===== src/rtl/hamming_counter_secded.sv =====
`default_nettype none
// ============================================================================
// Module   : hamming_counter_secded
// Desc     : SEC-DED protected up-counter, 4 data + 4 check bits per block,
//            with a scrub FSM. Optional statistics: HAMMING_CNT_STATS_EN.
// Revision : 1.0
// ============================================================================
module hamming_counter_secded #(
    parameter int WIDTH        = 64,
    parameter int BLOCKS       = WIDTH / 4,
    parameter int CHECK_BITS   = BLOCKS * 4,
    parameter int SCRUB_PERIOD = 256,
    parameter int STAT_W       = 16
) (
    input  logic                        clk,
    input  logic                        rst,
    input  logic                        enable,
    input  logic                        check_req,
    input  logic                        clear_err,
    input  logic                        inj_valid,
    input  logic [WIDTH+CHECK_BITS-1:0] inj_mask,
    output logic [WIDTH-1:0]            counter,
    output logic [CHECK_BITS-1:0]       check_bits,
    output logic                        count_ack,
    output logic                        wrap,
    output logic                        busy,
    output logic                        err_corrected,
    output logic                        err_fatal,
    output logic [BLOCKS-1:0]           err_block,
    output logic [STAT_W-1:0]           corr_total,
    output logic [STAT_W-1:0]           fatal_total
);

    localparam logic [1:0] c_IDLE = 2'd0;
    localparam logic [1:0] c_SCAN = 2'd1;
    localparam logic [1:0] c_FIX  = 2'd2;
    localparam logic [1:0] c_FAIL = 2'd3;

    localparam int              c_TW     = (SCRUB_PERIOD > 2) ? $clog2(SCRUB_PERIOD) : 1;
    localparam int              c_TMAX_I = (SCRUB_PERIOD > 0) ? SCRUB_PERIOD - 1 : 0;
    localparam logic [c_TW-1:0] c_TMAX   = c_TW'(c_TMAX_I);

    // Returns {p3, p2, p1, p0} for one data nibble.
    function automatic logic [3:0] f_encode(input logic [3:0] d);
        logic p0, p1, p2;
        p0 = d[0] ^ d[1] ^ d[3];
        p1 = d[0] ^ d[2] ^ d[3];
        p2 = d[1] ^ d[2] ^ d[3];
        return {(^d) ^ p0 ^ p1 ^ p2, p2, p1, p0};
    endfunction

    // Flip mask over {check[3:0], data[3:0]} for syndrome {overall, s[2:0]}.
    function automatic logic [7:0] f_flip(input logic [3:0] syn);
        logic [7:0] m;
        m = '0;
        if (syn[3]) begin
            case (syn[2:0])
                3'd0:    m[7] = 1'b1;
                3'd1:    m[4] = 1'b1;
                3'd2:    m[5] = 1'b1;
                3'd3:    m[0] = 1'b1;
                3'd4:    m[6] = 1'b1;
                3'd5:    m[1] = 1'b1;
                3'd6:    m[2] = 1'b1;
                default: m[3] = 1'b1;
            endcase
        end
        return m;
    endfunction

    logic [1:0]            r_state;
    logic [WIDTH-1:0]      r_cnt;
    logic [CHECK_BITS-1:0] r_chk;
    logic                  r_ack;
    logic                  r_wrap;
    logic                  r_en_last;
    logic                  r_pend;
    logic [c_TW-1:0]       r_timer;
    logic [BLOCKS-1:0]     r_err_block;
    logic [CHECK_BITS-1:0] r_syn;

    logic [CHECK_BITS-1:0] w_syn;
    logic [BLOCKS-1:0]     w_unc;
    logic [BLOCKS-1:0]     w_err;
    logic [WIDTH-1:0]      w_corr_cnt;
    logic [WIDTH-1:0]      w_inc;
    logic [CHECK_BITS-1:0] w_inc_chk;
    logic [WIDTH-1:0]      w_fix_cnt;
    logic [CHECK_BITS-1:0] w_fix_chk;
    logic [CHECK_BITS-1:0] w_clr_chk;

    assign w_inc = w_corr_cnt + WIDTH'(1);

    generate
        for (genvar i = 0; i < BLOCKS; i++) begin : g_blk
            logic [3:0] w_d;
            logic [3:0] w_c;
            logic [3:0] w_enc;
            logic [2:0] w_s;
            logic       w_o;
            logic [7:0] w_cor;
            logic [7:0] w_fix;

            assign w_d   = r_cnt[4*i +: 4];
            assign w_c   = r_chk[4*i +: 4];
            assign w_enc = f_encode(w_d);
            assign w_s   = w_enc[2:0] ^ w_c[2:0];
            assign w_o   = ^{w_c, w_d};
            assign w_cor = {w_c, w_d} ^ f_flip({w_o, w_s});
            assign w_fix = {w_c, w_d} ^ f_flip(r_syn[4*i +: 4]);

            assign w_syn[4*i +: 4]      = {w_o, w_s};
            assign w_unc[i]             = ~w_o & (|w_s);
            assign w_err[i]             = w_o | (|w_s);
            assign w_corr_cnt[4*i +: 4] = w_cor[3:0];
            assign w_fix_cnt[4*i +: 4]  = w_fix[3:0];
            assign w_fix_chk[4*i +: 4]  = w_fix[7:4];
            assign w_inc_chk[4*i +: 4]  = f_encode(w_inc[4*i +: 4]);
            assign w_clr_chk[4*i +: 4]  = w_enc;
        end
    endgenerate

    logic                  w_tmr_hit;
    logic                  w_trig_src;
    logic                  w_trig;
    logic [1:0]            w_nxt_state;
    logic [WIDTH-1:0]      w_nxt_cnt;
    logic [CHECK_BITS-1:0] w_nxt_chk;
    logic                  w_commit;
    logic                  w_nxt_pend;
    logic [c_TW-1:0]       w_nxt_timer;

    assign w_tmr_hit  = (SCRUB_PERIOD != 0) && (r_timer == c_TMAX);
    assign w_trig_src = (r_en_last & ~enable) | check_req | w_tmr_hit;
    assign w_trig     = w_trig_src | r_pend;

    always_comb begin
        w_nxt_state = r_state;
        w_nxt_cnt   = r_cnt;
        w_nxt_chk   = r_chk;
        w_commit    = 1'b0;
        w_nxt_pend  = r_pend;
        w_nxt_timer = r_timer;
        case (r_state)
            c_IDLE: begin
                if (enable) begin
                    if (|w_unc) begin
                        w_nxt_state = c_FAIL;
                        w_nxt_pend  = 1'b0;
                    end else begin
                        w_nxt_cnt  = w_inc;
                        w_nxt_chk  = w_inc_chk;
                        w_commit   = 1'b1;
                        // A trigger colliding with an increment waits for an idle cycle.
                        w_nxt_pend = r_pend | w_trig_src;
                    end
                end else if (w_trig) begin
                    w_nxt_state = c_SCAN;
                    w_nxt_pend  = 1'b0;
                    w_nxt_timer = '0;
                end else if (SCRUB_PERIOD != 0) begin
                    w_nxt_timer = r_timer + 1'b1;
                end
            end
            c_SCAN: begin
                if (~|w_err)
                    w_nxt_state = c_IDLE;
                else if (|w_unc)
                    w_nxt_state = c_FAIL;
                else
                    w_nxt_state = c_FIX;
            end
            c_FIX: begin
                w_nxt_cnt   = w_fix_cnt;
                w_nxt_chk   = w_fix_chk;
                w_nxt_state = c_IDLE;
            end
            default: begin
                if (clear_err) begin
                    w_nxt_chk   = w_clr_chk;
                    w_nxt_state = c_IDLE;
                end
            end
        endcase
    end

    always_ff @(posedge clk or posedge rst) begin
        if (rst) begin
            r_state     <= c_IDLE;
            r_cnt       <= '0;
            r_chk       <= '0;
            r_ack       <= 1'b0;
            r_wrap      <= 1'b0;
            r_en_last   <= 1'b0;
            r_pend      <= 1'b0;
            r_timer     <= '0;
            r_err_block <= '0;
            r_syn       <= '0;
        end else begin
            r_state        <= w_nxt_state;
            {r_chk, r_cnt} <= {w_nxt_chk, w_nxt_cnt} ^ (inj_valid ? inj_mask : '0);
            r_ack          <= w_commit;
            r_wrap         <= w_commit & (&w_corr_cnt);
            r_en_last      <= enable;
            r_pend         <= w_nxt_pend;
            r_timer        <= w_nxt_timer;
            if (r_state == c_SCAN) begin
                r_err_block <= w_err;
                r_syn       <= w_syn;
            end else if ((r_state == c_FAIL) && clear_err) begin
                r_err_block <= '0;
            end
        end
    end

`ifdef HAMMING_CNT_STATS_EN
    logic [STAT_W-1:0] r_corr_total;
    logic [STAT_W-1:0] r_fatal_total;
    logic [STAT_W:0]   w_corr_sum;
    logic              w_fail_entry;

    assign w_fail_entry = (w_nxt_state == c_FAIL) && (r_state != c_FAIL);

    always_comb begin
        w_corr_sum = {1'b0, r_corr_total};
        for (int i = 0; i < BLOCKS; i++)
            w_corr_sum = w_corr_sum + (STAT_W+1)'(r_err_block[i]);
    end

    always_ff @(posedge clk or posedge rst) begin
        if (rst) begin
            r_corr_total  <= '0;
            r_fatal_total <= '0;
        end else begin
            if (r_state == c_FIX)
                r_corr_total <= w_corr_sum[STAT_W] ? '1 : w_corr_sum[STAT_W-1:0];
            if (w_fail_entry && ~&r_fatal_total)
                r_fatal_total <= r_fatal_total + 1'b1;
        end
    end

    assign corr_total  = r_corr_total;
    assign fatal_total = r_fatal_total;
`else
    assign corr_total  = '0;
    assign fatal_total = '0;
`endif

    assign counter       = r_cnt;
    assign check_bits    = r_chk;
    assign count_ack     = r_ack;
    assign wrap          = r_wrap;
    assign busy          = (r_state == c_SCAN) || (r_state == c_FIX);
    assign err_corrected = (r_state == c_FIX);
    assign err_fatal     = (r_state == c_FAIL);
    assign err_block     = r_err_block;

endmodule
`default_nettype wire


===== config.mk =====
export PLATFORM = sky130hd
export DESIGN_NAME = hamming_counter_secded
export DESIGN_NICKNAME = d
export VERILOG_FILES = /design/src/rtl/hamming_counter_secded.sv
export SDC_FILE = /design/constraint.sdc
export NUM_CORES = 1
export LEC_CHECK = 0
export ABC_CLOCK_PERIOD_IN_PS = 7450
export CORE_MARGIN = 3
export CORE_UTILIZATION = 41
export DETAILED_ROUTE_END_ITERATION = 7
export SLEW_MARGIN = 15
export SYNTH_ARGS = -nofsm -noshare
export SYNTH_HDL_FRONTEND = slang
export SYNTH_SLANG_ARGS = --single-unit

===== constraint.sdc =====
create_clock -name clk -period 7.45 [get_ports clk]
set_input_delay 0.745 -clock clk [delete_from_list [all_inputs] [get_ports clk]]
set_output_delay 0.745 -clock clk [all_outputs]
set_load 0.01 [all_outputs]

==> results.json <==
{
  "status": "finished clean",
  "critPathLaunchType": "flip-flop",
  "dp_slack_ns": 1.75,
  "viasPerCell": 5.93,
  "worstSetupEndpointType": "flip-flop",
  "track_usage": 0.282,
  "start_util": 0.416,
  "place_congestion": 0.909,
  "numCtsBuffers": 31,
  "num-fill-cells": 6261,
  "die_h_microns": 257,
  "synthFlopType": "dfrtp_1",
  "grt_pass1_wl_mm": 147,
  "final_hold_viol_count": 0,
  "r2r_slack_ns": 1.65,
  "die_area_sq_mm": 0.0660,
  "crit_chain": "xor2_2, o41ai_1, mux2i_1, o2111ai_1, nor4b_1, nand4_4, o31a_1, or2_2, xnor2_1, a2111oi_0, o211ai_1",
  "layout-drive-gt1-share": 0.0587,
  "vias": 25600,
  "hold_class": "flip-flop to flip-flop",
  "seq_area_frac_synth": 0.215,
  "root_buffer": "clkbuf_16",
  "rows": 91,
  "wl_per_cell_microns": 22.6,
  "cts-resized-gates": 0,
  "r2r-start": "counter[23]",
  "synth_cells": 3353,
  "drc": 0,
  "finalWorstSetupSlack_ns": 1.65,
  "async_flop_share": 1.00,
  "r2r_end": "check_bits[58]",
  "holdCritStartpoint": "r_timer[3]",
  "cpLargestDelayFamily": "compound AO/OA/AOI/OAI gates",
  "cts_tree": "done",
  "worstPathArrival_ns": 6.27,
  "clk_latency_ns": 0.60,
  "fin_worst_skew_ns": 0.0169,
  "fin_setup_tns_ns": 0,
  "ys_warn_count": 0,
  "grt_pass1_vias": 23100,
  "synth_cell_types": 116,
  "relSlewSlack": 0.197,
  "die_w_microns": 257,
  "cap_violations": 0,
  "routed_wl_mm": 97.3,
  "fin_nets": 3591,
  "drt_iter0_drc": 2614,
  "worstMarginPinSlew_ns": 1.20,
  "postSynthAreaPerCell_sq_um": 7.69,
  "io_pins": 315,
  "h-tree-depth": 1,
  "critical_path_class": "flip-flop to flip-flop",
  "place_area_sq_mm": 0.0288,
  "seq_area_sq_mm": 0.00556,
  "gr-total-overflow": 0,
  "antenna_found_initial": 2,
  "utilization": 0.482,
  "cts_buffer_depth": 3,
  "postCtsSetupBuffers": 0,
  "cp_slowest_cell": "o41ai_1",
  "finalSetupViolCount": 0,
  "whs_endpoint": "r_timer[3]",
  "path_buf_inv": 0,
  "period_needed_ns": 5.80,
  "finalCritPeriodShare": 0.778,
  "multiInputGateArea_sq_mm": 0.0189,
  "syn2layout_area_growth_pct": 15.8,
  "cp_max_fo": 11,
  "mappedNetlistArea_sq_mm": 0.0258,
  "r2r_cells": 11,
  "portBuffers": 282,
  "slew_viol_final": 0,
  "cp_slowest_stage_delay_ns": 1.04,
  "cts_sinks": 222,
  "cts.clk_slew.worst_paths_ns": 0.06,
  "holdPathStages": 1,
  "antenna_left": 0,
  "first_pass_iters": 6,
  "max_freq_mhz": 173,
  "critPathRequiredTime_ns": 7.92,
  "rsz0062_at_grt": "false",
  "synth.ff_latch_count": 222,
  "hpwl_mm": 70.5,
  "fin_area_sq_mm": 0.0299,
  "synth_edf_count": 0,
  "antenna_cells": 0,
  "grt_max_degree": 143,
  "cts-hold-fix-buffers": 0,
  "fp.coreArea_sq_mm": 0.0619
}
-- cell usage after synthesis (28+ instances only) --
master | count | area (sq um)
buf_4 | 40 | 300
o211ai_1 | 34 | 255
xnor2_1 | 322 | 2820
a21oi_1 | 181 | 906
clkbuf_1 | 164 | 616
buf_2 | 41 | 205
inv_1 | 51 | 191
a221oi_1 | 48 | 420
nand3_1 | 88 | 440
nor4_1 | 32 | 200
or3_1 | 33 | 206
mux2i_1 | 47 | 470
nand2_1 | 488 | 1830
nor2_1 | 236 | 886
dfrtp_1 | 222 | 5560
nand3b_1 | 37 | 278
o21ai_0 | 257 | 1290
a31oi_1 | 41 | 257
and3_1 | 28 | 175
xnor3_1 | 32 | 721
xor2_1 | 242 | 2120
nor3_1 | 136 | 681
-- worst max path at each step --
stage                        startpoint             end  slack [ns]  cells past startpoint
after global routing        counter[23]  check_bits[58]        1.20                     11
after floorplan                     rst   check_bits[0]        0.63                      1
after global placement    check_bits[2]  check_bits[62]        1.88                     16
after CTS                   counter[23]  check_bits[58]        1.71                     11
final                       counter[23]  check_bits[58]        1.65                     11
after detailed placement    counter[23]  check_bits[58]        1.75                     11
-- flip-flops by register name, summed over array words and instances, names as in the netlist --
register and cells:
r_syn 64, r_en_last 1, err_block 16, wrap 1, count_ack 1, r_state 2, counter 64, r_pend 1
r_timer 8, check_bits 64
-- cells in the final DEF (no fill, tap or decap), drive strengths merged, types with 21 or more instances in the layout --
master / netlist / final
o31ai: 27 / 27
xnor2: 329 / 329
buf: 114 / 35
xor2: 250 / 250
o211ai: 34 / 34
and2: 24 / 24
dfrtp: 222 / 222
nand2b: 21 / 21
nand3b: 37 / 37
mux2: 22 / 22
a221oi: 51 / 51
nand3: 88 / 88
nand2: 488 / 488
inv: 52 / 52
xnor3: 34 / 34
or3: 34 / 34
nor3: 139 / 139
mux2i: 47 / 47
and3: 31 / 31
a211oi: 28 / 28
nor4: 37 / 37
nand4: 27 / 27
o21ai: 260 / 260
a31oi: 41 / 41
conb: 1 / 32
clkdlybuf4s50: 0 / 280
clkbuf: 167 / 38
nor2: 237 / 237
a21oi: 182 / 182
-- metal layers --
layer  global-route usage  wire, microns
met2                0.446          43600
met1                0.397          42200
met5                    0              0
met3               0.0435           8360
met4               0.0792           3050
-- logic make-up after synthesis --
logic type,Yosys count,synth area share
xor gates and xnor gates,630,0.247
muxes,70,0.0287
buffers and inverters,333,0.0595
DFF,222,0.215
AOI/OAI and AO/OA,826,0.207
adders and majority gates,8,0.00369
and+or+nand+nor,1263,0.238
other,1,0.000145
-- layout make-up --
cell class	instances	area share
Clock buffer	38	0.0289
Inverter	52	0.00679
Multi-Input combinational cell	2829	0.632
Clock inverter	19	0.00783
Sequential cell	222	0.186
Timing Repair Buffer	315	0.103
Tap cell	837	0.0351
-- stage by stage --
| stage | std cells | hold slack, ns |
|---|---|---|
| CTS | 4312 | 0.510 |
| global route | 4312 | 0.544 |
| finish | 4312 | 0.512 |
| global placement | 4255 | 0.478 |
| detailed placement | 4255 | 0.489 |
| floorplan | 3384 | 0.457 |
Power is left out: the tool's default activity adds up to more than one toggle a clock period on the data nets, which glitch-free logic cannot reach.
